===== config.mk =====
export PLATFORM = sky130hd
export DESIGN_NAME = rom_stream_reader_flat
export DESIGN_NICKNAME = d
export VERILOG_FILES = /design/src/rtl/rom_stream_reader_if.sv /design/src/rtl/rom_stream_reader.sv /design/src/flat_wrapper.sv
export SDC_FILE = /design/constraint.sdc
export NUM_CORES = 1
export LEC_CHECK = 0
export ABC_AREA = 1
export BUFFER_PORTS_ARGS = -buffer_cell sky130_fd_sc_hd__buf_4
export CORE_MARGIN = 4
export CORE_UTILIZATION = 50
export CTS_BUF_LIST = sky130_fd_sc_hd__clkbuf_4 sky130_fd_sc_hd__clkbuf_8
export DETAILED_ROUTE_END_ITERATION = 8
export GPL_TIMING_DRIVEN = 0
export PLACE_DENSITY = 0.75
export SETUP_SLACK_MARGIN = 0.2
export SLEW_MARGIN = 20
export SYNTH_ARGS = -nofsm -noshare
export SYNTH_HDL_FRONTEND = slang
export SYNTH_SLANG_ARGS = --single-unit

===== constraint.sdc =====
create_clock -name clk -period 1.65 [get_ports clk]
set_input_delay 0.165 -clock clk [delete_from_list [all_inputs] [get_ports clk]]
set_output_delay 0.165 -clock clk [all_outputs]
set_load 0.05 [all_outputs]

===== src/rtl/rom_stream_reader_if.sv =====
// Valid/ready word stream carrying ROM read data out of rom_stream_reader.
//   m_data  : stream word
//   m_valid : word present on m_data
//   m_ready : consumer accepts the word this cycle
//   m_last  : final word of the burst
interface rom_stream_reader_if #(
  parameter int unsigned DATA_WIDTH = 8
) ();
  logic [DATA_WIDTH-1:0] m_data;
  logic                  m_valid;
  logic                  m_ready;
  logic                  m_last;

  modport master (output m_data, output m_valid, output m_last, input m_ready);
  modport slave  (input m_data, input m_valid, input m_last, output m_ready);
endinterface


===== src/rtl/rom_stream_reader.sv =====
// Burst sequencer in front of a synchronous (1-cycle latency) ROM. Issues
// addresses for a commanded burst and returns the words as a valid/ready
// stream through a 2-entry buffer, using credit-based issue so the buffer
// can never overflow under backpressure.
//   clk, rst_n  : clock, asynchronous active-low reset
//   start       : burst command, sampled only in IDLE
//   start_addr  : first ROM address of the burst
//   count       : burst length in words (0 allowed)
//   busy        : burst in progress (RUN or DRAIN)
//   done        : one-cycle pulse when the burst completes
//   rom_addr    : registered ROM address
//   rom_dout    : ROM data, valid one cycle after rom_addr
//   m           : output word stream (master side)
module rom_stream_reader #(
  parameter int unsigned DATA_WIDTH = 8,
  parameter int unsigned ADDR_WIDTH = 4
) (
  input  logic                  clk,
  input  logic                  rst_n,
  input  logic                  start,
  input  logic [ADDR_WIDTH-1:0] start_addr,
  input  logic [ADDR_WIDTH:0]   count,
  output logic                  busy,
  output logic                  done,
  output logic [ADDR_WIDTH-1:0] rom_addr,
  input  logic [DATA_WIDTH-1:0] rom_dout,
  rom_stream_reader_if.master   m
);

  localparam int unsigned CNT_WIDTH = ADDR_WIDTH + 1;

  typedef enum logic [1:0] {IDLE, RUN, DRAIN, DONE} state_t;

  typedef struct packed {
    logic                  last;
    logic [DATA_WIDTH-1:0] data;
  } entry_t;

  state_t                state_q, state_d;
  logic [CNT_WIDTH-1:0]  remaining_q;
  logic                  pending_q;
  logic                  pending_last_q;
  entry_t                head_q, head_d;
  entry_t                tail_q, tail_d;
  logic [1:0]            occ_q, occ_d;
  logic                  valid_q;

  logic                  load;
  logic                  issue;
  logic                  pop;
  logic                  push;
  logic                  room;
  logic [2:0]            in_flight;
  entry_t                new_entry;

  // Credit check: words buffered plus the one in flight, less this cycle's pop.
  assign pop       = valid_q & m.m_ready;
  assign push      = pending_q;
  assign in_flight = 3'(occ_q) + 3'(pending_q);
  assign room      = in_flight < (3'd2 + 3'(pop));
  assign new_entry = '{last: pending_last_q, data: rom_dout};

  // State register
  always_ff @(posedge clk or negedge rst_n) begin
    if (!rst_n) state_q <= IDLE;
    else        state_q <= state_d;
  end

  // Next-state and issue decision
  always_comb begin
    state_d = state_q;
    load    = 1'b0;
    issue   = 1'b0;
    case (state_q)
      IDLE: begin
        if (start) begin
          load    = 1'b1;
          state_d = (count == '0) ? DONE : RUN;
        end
      end
      RUN: begin
        if (remaining_q != '0 && room) begin
          issue = 1'b1;
          if (remaining_q == CNT_WIDTH'(1)) state_d = DRAIN;
        end
      end
      DRAIN: begin
        // Finish once the last read has landed and its beat is accepted.
        if (!pending_q && (occ_q == 2'd0 || (occ_q == 2'd1 && pop))) state_d = DONE;
      end
      DONE:    state_d = IDLE;
      default: state_d = IDLE;
    endcase
  end

  // Burst address/length tracking and the one-deep read pipeline
  always_ff @(posedge clk or negedge rst_n) begin
    if (!rst_n) begin
      remaining_q    <= '0;
      rom_addr       <= '0;
      pending_q      <= 1'b0;
      pending_last_q <= 1'b0;
    end else begin
      if (load) begin
        remaining_q <= count;
        rom_addr    <= start_addr;
      end else if (issue) begin
        remaining_q <= remaining_q - CNT_WIDTH'(1);
        rom_addr    <= rom_addr + ADDR_WIDTH'(1);
      end
      pending_q      <= issue;
      pending_last_q <= issue && (remaining_q == CNT_WIDTH'(1));
    end
  end

  // 2-entry shift FIFO; head is always the presented word
  always_comb begin
    head_d = head_q;
    tail_d = tail_q;
    occ_d  = occ_q;
    if (pop) begin
      if (occ_q == 2'd2) head_d = tail_q;
      else               head_d.last = 1'b0;
      occ_d = occ_q - 2'd1;
    end
    if (push) begin
      if (occ_d == 2'd0) head_d = new_entry;
      else               tail_d = new_entry;
      if (occ_d != 2'd2) occ_d = occ_d + 2'd1;
    end
  end

  always_ff @(posedge clk or negedge rst_n) begin
    if (!rst_n) begin
      head_q  <= '0;
      tail_q  <= '0;
      occ_q   <= 2'd0;
      valid_q <= 1'b0;
    end else begin
      head_q  <= head_d;
      tail_q  <= tail_d;
      occ_q   <= occ_d;
      valid_q <= (occ_d != 2'd0);
    end
  end

  // Status outputs; DONE is deliberately not busy
  always_ff @(posedge clk or negedge rst_n) begin
    if (!rst_n) begin
      busy <= 1'b0;
      done <= 1'b0;
    end else begin
      busy <= (state_d == RUN) || (state_d == DRAIN);
      done <= (state_d == DONE);
    end
  end

  assign m.m_data  = head_q.data;
  assign m.m_last  = head_q.last;
  assign m.m_valid = valid_q;

  // The issue rule keeps at most one word in flight beyond the buffer.
  a_no_overflow: assert property (@(posedge clk) disable iff (!rst_n)
    !(push && occ_q == 2'd2));

endmodule


===== src/flat_wrapper.sv =====
// flat-port wrapper written by rule: the top's interface ports become plain ports
module rom_stream_reader_flat 
#(
  parameter int unsigned DATA_WIDTH = 8,
  parameter int unsigned ADDR_WIDTH = 4
)
  (clk, rst_n, start, start_addr, count, busy, done, rom_addr, rom_dout, m_m_data, m_m_valid, m_m_last, m_m_ready);
  rom_stream_reader_if #(.DATA_WIDTH(DATA_WIDTH)) m_i ();
  input  logic clk;
  input  logic rst_n;
  input  logic start;
  input  logic [ADDR_WIDTH-1:0] start_addr;
  input  logic [ADDR_WIDTH:0] count;
  output logic busy;
  output logic done;
  output logic [ADDR_WIDTH-1:0] rom_addr;
  input  logic [DATA_WIDTH-1:0] rom_dout;
  output wire logic [$bits(m_i.m_data)-1:0] m_m_data;
  output wire logic [$bits(m_i.m_valid)-1:0] m_m_valid;
  output wire logic [$bits(m_i.m_last)-1:0] m_m_last;
  input wire logic [$bits(m_i.m_ready)-1:0] m_m_ready;
  assign m_m_data = m_i.m_data;
  assign m_m_valid = m_i.m_valid;
  assign m_m_last = m_i.m_last;
  assign m_i.m_ready = m_m_ready;
  rom_stream_reader #(.DATA_WIDTH(DATA_WIDTH), .ADDR_WIDTH(ADDR_WIDTH)) u_core (.clk(clk), .rst_n(rst_n), .start(start), .start_addr(start_addr), .count(count), .busy(busy), .done(done), .rom_addr(rom_addr), .rom_dout(rom_dout), .m(m_i));
endmodule

Word level (Yosys, flattened, before mapping)
Index checks and enable logic that the tools add are counted.
{"block": "op_classes", "addsub": 6, "mul": 0, "div_mod_pow": 0, "n_lt_le_gt_ge": 1, "n_eq_ne": 10, "shifts": 0, "muxes": 22, "bitwise_logic": 2, "reduce_logical": 15}
{"op": "two-way mux 9 bit", "n": 3}
{"op": "two-way mux 2 bit", "n": 8}
{"op": "== test 2 bit, second input constant", "n": 5}
{"op": "two-way mux 5 bit", "n": 2}
{"op": "two-way mux 4 bit", "n": 2}
{"op": "two-way mux 8 bit", "n": 1}
{"op": "one-hot mux 2 bit (4 select lines)", "n": 1}
{"op": "== test 2 x 1 -> 1 bit, second input constant", "n": 3}
{"op": "logical NOT 2 bit", "n": 3}
{"op": "== test 5 x 1 -> 1 bit, second input constant", "n": 1}
{"op": "logical NOT 5 bit", "n": 1}
{"op": "two-way mux 1 bit", "n": 5}
{"op": "nonzero test 5 bit", "n": 1}
{"op": "subtractor 5 x 1 -> 5 bit, second input constant", "n": 1}
{"op": "adder 4 x 1 -> 4 bit, second input constant", "n": 1}
{"op": "logical AND 1 bit", "n": 4}
{"op": "nonzero test 2 bit", "n": 2}
{"op": "adder 2 x 1 -> 3 bit", "n": 1}
{"op": "adder 2 x 1 -> 3 bit, first input constant", "n": 1}
{"op": "< comparator 3 bit", "n": 1}
{"op": "adder 2 x 1 -> 2 bit, second input constant", "n": 1}
{"op": "logical OR 1 bit", "n": 2}
{"op": "inequality test 2 bit, second input constant", "n": 1}
{"op": "AND reduction 2 bit", "n": 1}
{"op": "4 further kinds", "n": 4}
{"block": "totals", "ff_bits": 36, "latchBits": 0, "mem_bits_rw": 0, "rom_bits": 0, "in_bits": 21, "out_inout_bits": 16, "word_cells": 69, "memories": 0}

Logic depth before layout (Yosys ltp)
Gate-level depths: netlist of run 1.
{"block": "logic_depth", "word_depth": 8, "ltp_mapped": 10, "mapped_depth_nobuf": 10}

Worst setup path after synthesis of run 1
OpenSTA, ideal clock, no wires.
{"block": "synth_timing", "kind": "register to register", "start": "register u_core.valid_q, in the netlist u_core.m.m_valid", "end": "register u_core.tail_q[8] in the netlist's numbering", "setup_time_ps": 125, "t_arrival_ps": 1862, "setup_slack_ps": -337, "stages_incl_launch_ff": 8, "synth_period_minus_slack_ps": 1987, "cell_sequence": "dfrtp_1 -> nand2_1 -> inv_1 -> o21ai_0 -> ha_1 -> or2_1 -> buf_6 -> mux2_4"}
{"block": "synth_via", "elab_chain_len": 5}
{"item": "start: declaration", "line": "rom_stream_reader.sv:46", "text": "logic valid_q;"}
{"item": "start signal: assignment", "line": "rom_stream_reader.sv:143", "text": "valid_q <= (occ_d != 2'd0);"}
{"item": "bitwise AND 1 bit", "line": "rom_stream_reader.sv:57", "text": "assign pop = valid_q & m.m_ready;"}
{"item": "two-way mux 2 bit", "line": "rom_stream_reader.sv:121", "text": "if (pop) begin"}
{"item": "logical NOT 2 bit", "line": "rom_stream_reader.sv:127", "text": "if (occ_d == 2'd0) head_d = new_entry;"}
{"item": "inverter 1 bit (no source line)"}
{"item": "AND reduction 2 bit (no source line)"}
{"item": "end signal: assignment", "line": "rom_stream_reader.sv:141", "text": "tail_q <= tail_d;"}
{"item": "end: declaration", "line": "rom_stream_reader.sv:44", "text": "entry_t tail_q, tail_d;"}
No other way between the ends.
A chain may end at the register's enable or synchronous reset.

Final worst setup path of run 1
{"block": "layout_timing", "start": "register u_core.occ_q[0]", "end": "register u_core.tail_q[6] in the netlist's numbering"}
{"block": "layout_via", "elab_chain_len": 5}
{"item": "start: declaration", "line": "rom_stream_reader.sv:45", "text": "logic [1:0] occ_q, occ_d;"}
{"item": "start signal: assignment", "line": "rom_stream_reader.sv:137", "text": "occ_q <= 2'd0;"}
{"item": "start signal: assignment", "line": "rom_stream_reader.sv:142", "text": "occ_q <= occ_d;"}
{"item": "subtractor 2 x 1 -> 2 bit", "line": "rom_stream_reader.sv:124", "text": "occ_d = occ_q - 2'd1;"}
{"item": "two-way mux 2 bit (*)", "line": "rom_stream_reader.sv:121"}
{"item": "logical NOT 2 bit (*)", "line": "rom_stream_reader.sv:127"}
{"item": "inverter 1 bit (no source line) (*)"}
{"item": "AND reduction 2 bit (no source line) (*)"}
Every way passes the cells marked *; elsewhere a longest branch is shown, timed or not.

==> results of run 1 <==
[worst register-to-register path, delay by kind of cell, from the launching register on]
kind | cells | cell delay (ns)
flops | 1 | 0.46
compound gates | 2 | 0.13
buf+inv | 3 | 0.38
simple gates | 3 | 0.38
fa+ha+maj | 2 | 0.36
[how the worst min path moves through the flow]
| stage | slack [ns] | start | cells after the start | endpoint |
|---|---|---|---|---|
| final | 0.15 | rom_dout[0] | 3 | u_core.tail_q[0] |
| after detailed placement | 0.15 | rst_n | 1 | u_core.occ_q[0] |
| after CTS | 0.14 | rom_dout[3] | 3 | u_core.tail_q[3] |
| after floorplan | -0.13 | rst_n | 0 | u_core.busy |
| after global placement | 0.15 | rst_n | 1 | u_core.occ_q[0] |
| after global routing | 0.15 | rom_dout[0] | 3 | u_core.tail_q[0] |
[area by class of cell]
cell class | count | share of cell area, %
clock buffer | 6 | 2.61
timing repair buffer | 64 | 18.6
sequential | 36 | 31.1
multi-input combinational | 151 | 38.0
tap | 48 | 2.06
clock inverter | 2 | 1.20
buffer | 6 | 2.14
inverter | 32 | 4.29
[per-layer routing]
| metal | share of wire, % | global-route usage, % | vias to the layer above |
|---|---|---|---|
| met5 | 0 | 0 | - |
| met4 | 3.1 | 5.96 | 0 |
| met3 | 6.4 | 4.60 | 20 |
| met2 | 51 | 31.4 | 70 |
| met1 | 39 | 24.0 | 894 |
| li1 | - | - | 875 |
[sequential cells by signal, summed over array words and instances, names as in the netlist]
signal                 cells
u_core.remaining_q         5
u_core.m.m_valid           1
u_core.busy                1
u_core.done                1
u_core.tail_q              9
u_core.pending_last_q      1
u_core.m.m_data            8
u_core.pending_q           1
u_core.m.m_last            1
u_core.occ_q               2
u_core.rom_addr            4
u_core.state_q             2
[kinds of logic after synthesis]
logic type                 Yosys count
and+or+nand+nor                     95
AOI/OAI and AO/OA                   42
DFF                                 36
adders and majority gates           11
xor gates and xnor gates             1
muxes                                1
buffers and inverters               38
[cells in the mapped netlist]
master and instances:
nand2_1 54, dfrtp_1 36, inv_1 30, nand3_1 15
o21ai_0 15, nor2_1 13, o21ai_2 13, ha_1 11
o22ai_1 6, a21oi_1 3, buf_2 3, nand4_1 3
a22oi_1 2, buf_6 2, inv_2 2, nand2_2 2
a21o_1 1, a31oi_1 1, buf_8 1, mux2_4 1
nand2_4 1, nand3_2 1, nand4_4 1, nor2_2 1
nor2_4 1, nor3_1 1, o211ai_1 1, or2_1 1
or2_2 1, xor2_1 1
[power groups by stage]
stage | combinational [mW] | clock, mW | sequential [mW]
floorplan | 1.65 | 0 | 2.19
global placement | 2.91 | 0 | 1.59
detailed placement | 2.97 | 0 | 1.61
CTS | 3.47 | 0.800 | 1.61
global route | 4.81 | 0.832 | 1.71
finish | 4.47 | 0.793 | 1.66
[through the flow]
| stage | cells | utilization, % |
|---|---|---|
| after global routing | 345 | 78.6 |
| after detailed placement | 308 | 61.8 |
| after floorplan | 224 | - |
| final | 345 | 78.6 |
| after global placement | 308 | 61.8 |
| after CTS | 328 | 69.3 |
[timing repair]
item,in CTS,in global routing
resized for setup,15,46
setup buffers,10,15
pin swaps,3,7
hold endpoints to repair,36,0
endpoints found under the setup margin,33,35
gates cloned,1,2
hold buffers,1,0
==> summary.txt, run 1 <==
Logic synthesis
  • Register bit total from synthesis: 36
  • Post-Synth XOR/XNOR Area: less than 1%
  • Synthesized Nets: 256
  • YS warnings: 0
  • Synthesized area per cell: about 8.7 sq um
  • Mux cell area share after synthesis: less than 1%
  • Simple-Gate Fraction of Synth Area: around 22%
  • Yosys top cell area share: between 40% and 50%
  • Synth top area cells: dfrtp_1 (46%), nand2_1 (10%), ha_1 (7.1%), o21ai_2 (5.8%), inv_1 (5.8%)
  • Main combinational cell family by area after synthesis: simple AND/OR/NAND/NOR gates
  • Post-Synth Adder-Cell Area: a little over 7%
  • Cell count after synthesis: 224
  • Cell taking the most area after synthesis: dfrtp_1
  • Synth cell types: 30
  • Synth Area in Compound Gates: ~14%
  • Mapped Area: roughly 1900 sq um
  • Register area share after synthesis: between 40% and 50%

Critical path
  • Startpoint types: register
  • Setup crit end kind: register
  • CP peak stage delay: roughly 0.46 ns
  • Critical R2R Capture: u_core.tail_q[6]
  • Crit path to: u_core.tail_q[6]
  • Crit Path Category: reg -> reg
  • Crit path max fanout: 10
  • Crit path DAT: 1.99 ns
  • CP startpoint: u_core.occ_q[0]
  • R2r setup slk: -0.16 ns
  • Worst path depth: 10
  • Buf/Inv on CP: 3
  • Worst R2R Path Depth: 10
  • Worst path top cell family by delay: flip-flops
  • Crit-path slowest cell: dfrtp_2
  • Worst path required time: ~1.8 ns
  • Worst-path cell chain: inv_2 > ha_4 > nand2_4 > o21ai_4 > ha_4 > or2_1 > buf_6 > buf_6 > nand2_1 > o21ai_2
  • Worst r2r src: u_core.occ_q[0]

Timing
  • Setup Skew: between 0.004 and 0.005 ns
  • Max-slew headroom: ~70%
  • Setup TNS: -1.20 ns
  • Final hold vios: 0
  • Worst Hold Slack: roughly 0.15 ns
  • RSZ-0062 raised after global routing: true
  • # setup viols final: 18
  • Period minus WS final: 1.81 ns
  • Final Cycle Share: 109%
  • Worst-Margin Slew: 0.455 ns
  • Fmax achieved: between 0.5 and 0.6 GHz
  • Fin. max-slew vios: 0
  • Final WS setup: -0.156 ns

Finish
  • Sequential Area: slightly above 900 sq um
  • Most common cell after layout, fill and taps aside: buf_4
  • Antenna Cells: 0
  • Commonest non-fill, non-tap cells in the layout: buf_4 (57), nand2_1 (38), dfrtp_1 (31), inv_1 (22)
  • Multi-input gate area: between 1000 and 1500 sq um
  • Design area: roughly 3000 sq um
  • Fill count: 236
  • Final #Nets: roughly 330
  • P&R area growth vs syn: 49.8%
  • Layout cell share with drive strength beyond 1: 49.5%

Outcome
  • Status: complete, but fails checks
  • Failing checks: negative setup slack

Placement
  • Gp weighted congestion: 0.831
  • DP Area: approximately 2300 sq um
  • DP HPWL: roughly 2800 microns
  • PortBufs: 36
  • Place WS: -0.206 ns

Flow run
  • Max Cap Violations: 0

Route
  • Residual DRC count: 0
  • Vias per inst: approximately 5.4
  • Drt total wl: between 5000 and 6000 microns
  • Pre-antenna DRT Iters: 4
  • Routed len/inst: roughly 16 microns
  • DR iter-0 viols: slightly below 90
  • Via count: about 1900
  • DRT antenna net count: 0

GRT
  • First-pass GRT wire length: approximately 7500 microns
  • GRT Total Usage: 18.9%
  • Vias in the first global route: 1703
  • Initial antenna violation count: 0
  • Largest net degree at the start of global routing: 37
  • Total gr overflow: 0

Power and ir drop
  • Final Power: 6.93 mW
  • Leakage power: ~1.5 nW
  • Clk network pwr share: a little under an eighth
  • Switching pwr: roughly 3.2 mW
  • Combinational power share: about 65%
  • Power per cell area: around 2400 nW/um^2
  • Switching portion of total power: a little under half
  • Peak supply drop: around 1300 uV
  • Part of the power in registers: between 20% and 30%
  • P_int: ~3.7 mW

Floorplanning
  • Die Area: between 4000 and 5000 sq um
  • Die Height: about 70 microns
  • Row cnt: 22
  • Starting density of the core: 52.4%
  • Core area: approximately 3700 sq um
  • Num ports: 37
  • Die outline width: approximately 70 microns

Clocking
  • Clk_lat worst skew: about 0.29 ns
  • CTS Root Buffer Type: clkbuf_8
  • Num CTS Buffers: 5
  • H-tree Lvls: 2
  • CTS Sinks: 36
  • Worst-path clk slew: roughly 0.080 ns
  • Deepest clock path buffer count: 2
  • CTS tree: done

Min path
  • Hold crit path type: in -> reg
Power figures use the tool's default switching activity.
==> run 2, diff against run 1 <==
==> constraint.sdc (replaced) <==
create_clock -name clk -period 1.65 [get_ports clk]
set_input_delay 0.165 -clock clk [delete_from_list [all_inputs] [get_ports clk]]
set_output_delay 0.165 -clock clk [all_outputs]
set_load 0.02 [all_outputs]
==> summary.txt, run 2 (synthesis results as in run 1) <==
Outcome
  • Status: complete, but fails checks
  • Failing checks: negative setup slack

Route
  • Pre-antenna DRT Iters: 4 (unchanged)
  • DRT antenna net count: 0 (unchanged)
  • Via count: 1795 (-3.4%)
  • DR iter-0 viols: 93 (+6.9%)
  • Vias per inst: 5.22 (-3.2%)
  • Drt total wl: 5090 microns (-5.2%)
  • Residual DRC count: 0 (unchanged)
  • Routed len/inst: 14.8 microns (-5.0%)

Placement
  • PortBufs: 36 (unchanged)
  • DP Area: 2290 sq um (-0.22%)
  • Place WS: -0.173 ns (+0.0331 ns)
  • DP HPWL: 2820 microns (+1.2%)
  • Placed Cells: 308 (unchanged)
  • Gp weighted congestion: 0.820 (-1.4%)

Finish
  • Final #Nets: 327 (-0.30%)
  • Commonest non-fill, non-tap cells in the layout: buf_4 (50), nand2_1 (35), dfrtp_1 (35), o21ai_2 (20), inv_1 (20)
  • Fill count: 230 (-2.5%)
  • Post-route insts no fill: 344 (-0.29%)
  • Most common cell after layout, fill and taps aside: buf_4
  • Layout cell share with drive strength beyond 1: 51.7% (+2.2 points)
  • Antenna Cells: 0 (unchanged)
  • P&R area growth vs syn: 53.7%
  • Sequential Area: 902 sq um (-0.55%)
  • Biggest register: u_core.tail_q
  • Design area: 2990 sq um (+2.6%)
  • Max reg flops: 9 (unchanged)
  • Multi-input gate area: 1130 sq um (+2.4%)

GRT
  • Vias in the first global route: 1690 (-0.76%)
  • Largest net degree at the start of global routing: 37 (unchanged)
  • First-pass GRT wire length: 7540 microns (+0.45%)
  • Total gr overflow: 0 (unchanged)
  • GRT Total Usage: 19.0% (+0.14 points)
  • Initial antenna violation count: 0 (unchanged)

Clocking
  • Num CTS Buffers: 5 (unchanged)
  • CTS tree: done
  • CTS Sinks: 36 (unchanged)
  • H-tree Lvls: 2 (unchanged)
  • Worst-path clk slew: 0.08 ns (about the same)
  • CTS Root Buffer Type: clkbuf_8
  • Clk_lat worst skew: 0.29 ns (about the same)
  • Deepest clock path buffer count: 2 (unchanged)

Timing
  • Final WS setup: -0.124 ns (+0.0318 ns)
  • RSZ-0062 raised after global routing: true
  • Max-slew headroom: 68.7% (-1.0 points)
  • Final hold vios: 0 (unchanged)
  • Worst Hold Slack: 0.150 ns (+0.00285 ns)
  • Fmax achieved: 0.564 GHz (+1.8%)
  • Fin. max-slew vios: 0 (unchanged)
  • Final Cycle Share: 108% (-1.9 points)
  • # setup viols final: 27 (+9)
  • Setup Skew: 0.00717 ns (+0.00285 ns)
  • Period minus WS final: 1.77 ns (-0.0318 ns)
  • Worst-Margin Slew: 0.470 ns (+0.0151 ns)

Critical path
  • Crit Path Category: reg -> reg
  • Most frequent CP cell: ha_4
  • Startpoint types: register
  • Worst path required time: 1.83 ns (about the same)
  • Worst-path cell chain: inv_2 > ha_4 > nand2_2 > o21ai_2 > ha_4 > or2_1 > buf_6 > mux2_4
  • Crit path DAT: 1.95 ns (-0.04 ns)
  • Crit-path slowest cell: dfrtp_1
  • Crit path max fanout: 4 (-6)
  • CP peak stage delay: 0.42 ns (-0.04 ns)
  • Buf/Inv on CP: 2 (-1)
  • Setup crit end kind: register
  • Worst path top cell family by delay: flip-flops

Floorplanning
  • Die Area: 4960 sq um (unchanged)
  • Core area: 3720 sq um (unchanged)
  • Die Height: 70.4 microns (unchanged)
  • Row cnt: 22 (unchanged)
  • Die outline width: 70.4 microns (unchanged)
  • Starting density of the core: 52.4% (unchanged)
  • Num ports: 37 (unchanged)

Power and ir drop
  • Power per cell area: 2180 nW/um^2 (-8.0%)
  • Peak supply drop: 1210 uV (-9.8%)
  • Leakage power: 1.50 nW (+1.5%)
  • Final Power: 6.54 mW (-5.6%)

Flow run
  • Max Cap Violations: 0 (unchanged)

Min path
  • Hold crit path type: in -> reg
[run 2: layout make-up]
cell class                 instances  area share [%]
clock buffer                       7            3.22
multi-input combinational        150            37.9
buffer                             6            2.26
sequential                        36            30.1
clock inverter                     1            1.00
inverter                          32            4.55
timing repair inverter             1           0.251
tap                               48            2.01
timing repair buffer              63            18.7
[run 2: metal layers]
layer / share of wire, % / GRT usage [%]
met4: 1.2 / 5.74
met1: 43 / 24.4
met5: 0 / 0
met3: 4.6 / 3.74
met2: 51 / 32.1
[run 2: power breakdown]
group	internal, mW	switching [mW]	total [mW]	leakage [nW]
Clock	0.533	0.327	0.861	0.0645
Sequential	1.30	0.388	1.69	0.446
Combinational	1.93	2.06	3.99	0.994
[run 2: final timing paths]
path,cells past startpoint,slack (ns),from,endpoint
max reg2reg,8,-0.12,u_core.occ_q[0],u_core.tail_q[8]
max in group asynchronous,2,0.93,rst_n,u_core.m.m_valid
max,8,-0.12,u_core.occ_q[0],u_core.tail_q[8]
min,3,0.15,rom_dout[4],u_core.tail_q[4]
min reg2reg,2,0.52,u_core.tail_q[2],u_core.tail_q[2]
min in group asynchronous,2,0.38,rst_n,u_core.remaining_q[3]
[run 2: worst register-to-register path, stage by stage (launching register included)]
cell,delay (ns)
dfrtp_1,0.42
inv_2,0.10
ha_4,0.20
nand2_2,0.06
o21ai_2,0.08
ha_4,0.16
or2_1,0.21
buf_6,0.14
mux2_4,0.29
[run 2: through the flow]
stage	TNS [ns]	util, %
after floorplan	-0.183	-
after global placement	-2.22	61.6
after detailed placement	-2.26	61.6
after CTS	-1.16	73.8
after global routing	-3.52	80.6
final	-1.46	80.6
[run 2: repair_timing]
item,CTS,global route
pin swaps,7,18
resized for setup,40,54
setup endpoints to repair,34,36
buffers inserted,19,4
hold buffers,1,0
endpoints found under the hold margin,36,0
cloned,2,2
==> run 3, diff against run 2 <==
--- a/config.mk
+++ b/config.mk
@@ -13,7 +13,7 @@
 export DETAILED_ROUTE_END_ITERATION = 8
 export GPL_TIMING_DRIVEN = 0
 export PLACE_DENSITY = 0.75
-export SETUP_SLACK_MARGIN = 0.2
+export SETUP_SLACK_MARGIN = 0.15
 export SLEW_MARGIN = 20
 export SYNTH_ARGS = -nofsm -noshare
 export SYNTH_HDL_FRONTEND = slang
==> summary.txt, run 3 (synthesis results as in run 1) <==
Floorplanning
  • Starting density of the core: 52.4% (unchanged)
  • Num ports: 37 (unchanged)
  • Die Height: 70.4 microns (unchanged)
  • Core area: 3720 sq um (unchanged)
  • Die Area: 4960 sq um (unchanged)
  • Row cnt: 22 (unchanged)
  • Die outline width: 70.4 microns (unchanged)

Timing
  • Worst-Margin Slew: 0.462 ns (-0.00782 ns)
  • Max-slew headroom: 69.2% (+0.52 points)
  • Period minus WS final: 1.76 ns (-0.00975 ns)
  • Final hold vios: 0 (unchanged)
  • Fin. max-slew vios: 0 (unchanged)
  • Setup Skew: 0.0108 ns (+0.00360 ns)
  • Fmax achieved: 0.567 GHz (+0.55%)
  • # setup viols final: 16 (-41%)
  • RSZ-0062 raised after global routing: true
  • Final Cycle Share: 107% (-0.59 points)
  • Worst Hold Slack: 0.144 ns (-0.00588 ns)
  • Final WS setup: -0.114 ns (+0.00975 ns)

GRT
  • Total gr overflow: 0 (unchanged)
  • First-pass GRT wire length: 6980 microns (-7.4%)
  • GRT Total Usage: 17.4% (-1.6 points)
  • Initial antenna violation count: 0 (unchanged)
  • Largest net degree at the start of global routing: 37 (unchanged)
  • Vias in the first global route: 1593 (-5.7%)

Finish
  • Fill count: 287 (+25%)
  • Commonest non-fill, non-tap cells in the layout: buf_4 (53), nand2_1 (45), dfrtp_1 (35), inv_1 (22), o21ai_2 (15)
  • Sequential Area: 902 sq um (unchanged)
  • Post-Route Utilization: 73.2% (-7.4 points)
  • Final #Nets: 322 (-1.5%)
  • P&R area growth vs syn: 39.6%
  • Max reg flops: 9 (unchanged)
  • Antenna Cells: 0 (unchanged)
  • Most common cell after layout, fill and taps aside: buf_4
  • Multi-input gate area: 993 sq um (-12%)
  • Layout cell share with drive strength beyond 1: 44.0% (-7.7 points)
  • Biggest register: u_core.tail_q

Clocking
  • Clk_lat worst skew: 0.28 ns (about the same)
  • CTS Sinks: 36 (unchanged)
  • Worst-path clk slew: 0.08 ns (about the same)
  • CTS tree: done
  • CTS Root Buffer Type: clkbuf_8
  • Deepest clock path buffer count: 2 (unchanged)
  • H-tree Lvls: 2 (unchanged)
  • Num CTS Buffers: 5 (unchanged)

Critical path
  • Worst path required time: 1.82 ns (about the same)
  • Critical R2R Capture: u_core.tail_q[8]
  • CP peak stage delay: 0.42 ns (about the same)
  • Crit Path Category: reg -> reg
  • Worst path top cell family by delay: flip-flops
  • Crit-path slowest cell: dfrtp_1
  • Startpoint types: register
  • Buf/Inv on CP: 2 (unchanged)
  • Setup crit end kind: register
  • Crit path DAT: 1.93 ns (-0.02 ns)
  • Worst r2r src: u_core.occ_q[0]
  • Worst-path cell chain: inv_2 > ha_4 > nand2_2 > o21ai_2 > ha_2 > or2_1 > buf_6 > mux2_4
  • Worst R2R Path Depth: 8 (unchanged)
  • R2r setup slk: -0.11 ns (about the same)
  • Crit path max fanout: 4 (unchanged)
  • Worst path depth: 8 (unchanged)

Power and ir drop
  • Power per cell area: 2030 nW/um^2 (-7.2%)
  • Peak supply drop: 1120 uV (-7.4%)
  • Leakage power: 1.42 nW (-5.5%)

Route
  • Pre-antenna DRT Iters: 4 (unchanged)
  • Routed len/inst: 12.9 microns (-13%)
  • DRT antenna net count: 0 (unchanged)
  • Residual DRC count: 0 (unchanged)
  • DR iter-0 viols: 172 (+85%)
  • Vias per inst: 4.96 (-4.9%)
  • Via count: 1683 (-6.2%)
  • Drt total wl: 4370 microns (-14%)

Outcome
  • Status: complete, but fails checks
  • Failing checks: negative setup slack

Placement
  • DP HPWL: 2810 microns (-0.38%)
  • Gp weighted congestion: 0.790 (-3.7%)
  • PortBufs: 36 (unchanged)

Min path
  • Hold Startpoint: rom_dout[3]
  • Hold crit path type: in -> reg
  • Hold depth: 3 (unchanged)
  • Hold Path End: u_core.tail_q[3]

Flow run
  • Max Cap Violations: 0 (unchanged)
[run 3: cell types whose count changed in the layout (fill, tap and decap cells not counted), sizes merged]
cell,delta
bufinv,-1
clkinv,+3
clkbuf,-1
buf,-6
[run 3: worst min-delay path, stage by stage]
cell     delay, ns
buf_4         0.07
inv_1         0.04
o21ai_2       0.12
[run 3: power by group]
group	total (mW)	switching, mW	internal, mW	leakage, nW
logic	3.29	1.77	1.53	0.928
clock network	0.615	0.321	0.294	0.0479
registers	1.60	0.306	1.30	0.446
total	5.51	2.39	3.12	1.42
[run 3: worst max path at each step]
stage	to	slack (ns)	startpoint
after floorplan	u_core.tail_q[8]	-0.09	u_core.occ_q[0]
after global placement	u_core.tail_q[8]	-0.19	u_core.occ_q[0]
after detailed placement	u_core.tail_q[8]	-0.23	u_core.occ_q[0]
after CTS	u_core.tail_q[8]	-0.10	u_core.occ_q[0]
after global routing	u_core.tail_q[8]	-0.16	u_core.occ_q[0]
final	u_core.tail_q[8]	-0.11	u_core.occ_q[0]
[run 3: cell type report]
| cell class | instances | share of cell area [%] |
|---|---|---|
| clock buffers | 5 | 2.53 |
| clock inverters | 3 | 0.690 |
| inverters | 32 | 4.65 |
| repair buffers | 58 | 17.7 |
| well taps | 48 | 2.21 |
| multi-input cells | 150 | 36.5 |
| flip-flops and latches | 36 | 33.2 |
| plain buffers | 6 | 2.30 |
| repair inverters | 1 | 0.276 |
[run 3: timing repair]
| action | 4_1_cts | 5_1_grt |
|---|---|---|
| pin swaps | 3 | 8 |
| cloned | 0 | 3 |
| buffers inserted | 9 | 10 |
| hold endpoints to repair | 36 | 0 |
| setup endpoints to repair | 32 | 34 |
| resized for setup | 10 | 29 |
| hold buffers | 1 | 0 |
[run 3: through the flow]
stage / power (mW) / instances / cell area, sq um / setup TNS [ns] / worst slack [ns]
after global routing: 5.98 / 339 / 2720 / -2.09 / -0.157
after CTS: 5.00 / 326 / 2480 / -1.40 / -0.104
after detailed placement: 4.16 / 308 / 2290 / -3.26 / -0.227
final: 5.51 / 339 / 2720 / -0.892 / -0.114
after global placement: 4.07 / 308 / 2290 / -2.24 / -0.189
after floorplan: 3.43 / 224 / 1960 / -0.183 / -0.0897
[run 3: per-layer routing]
layer	part of all wire (%)	vias up	global-route usage, %
li1	-	860	-
met5	0	-	0
met2	49	33	29.0
met3	4.0	4	4.32
met4	0.89	0	5.74
met1	46	786	22.0
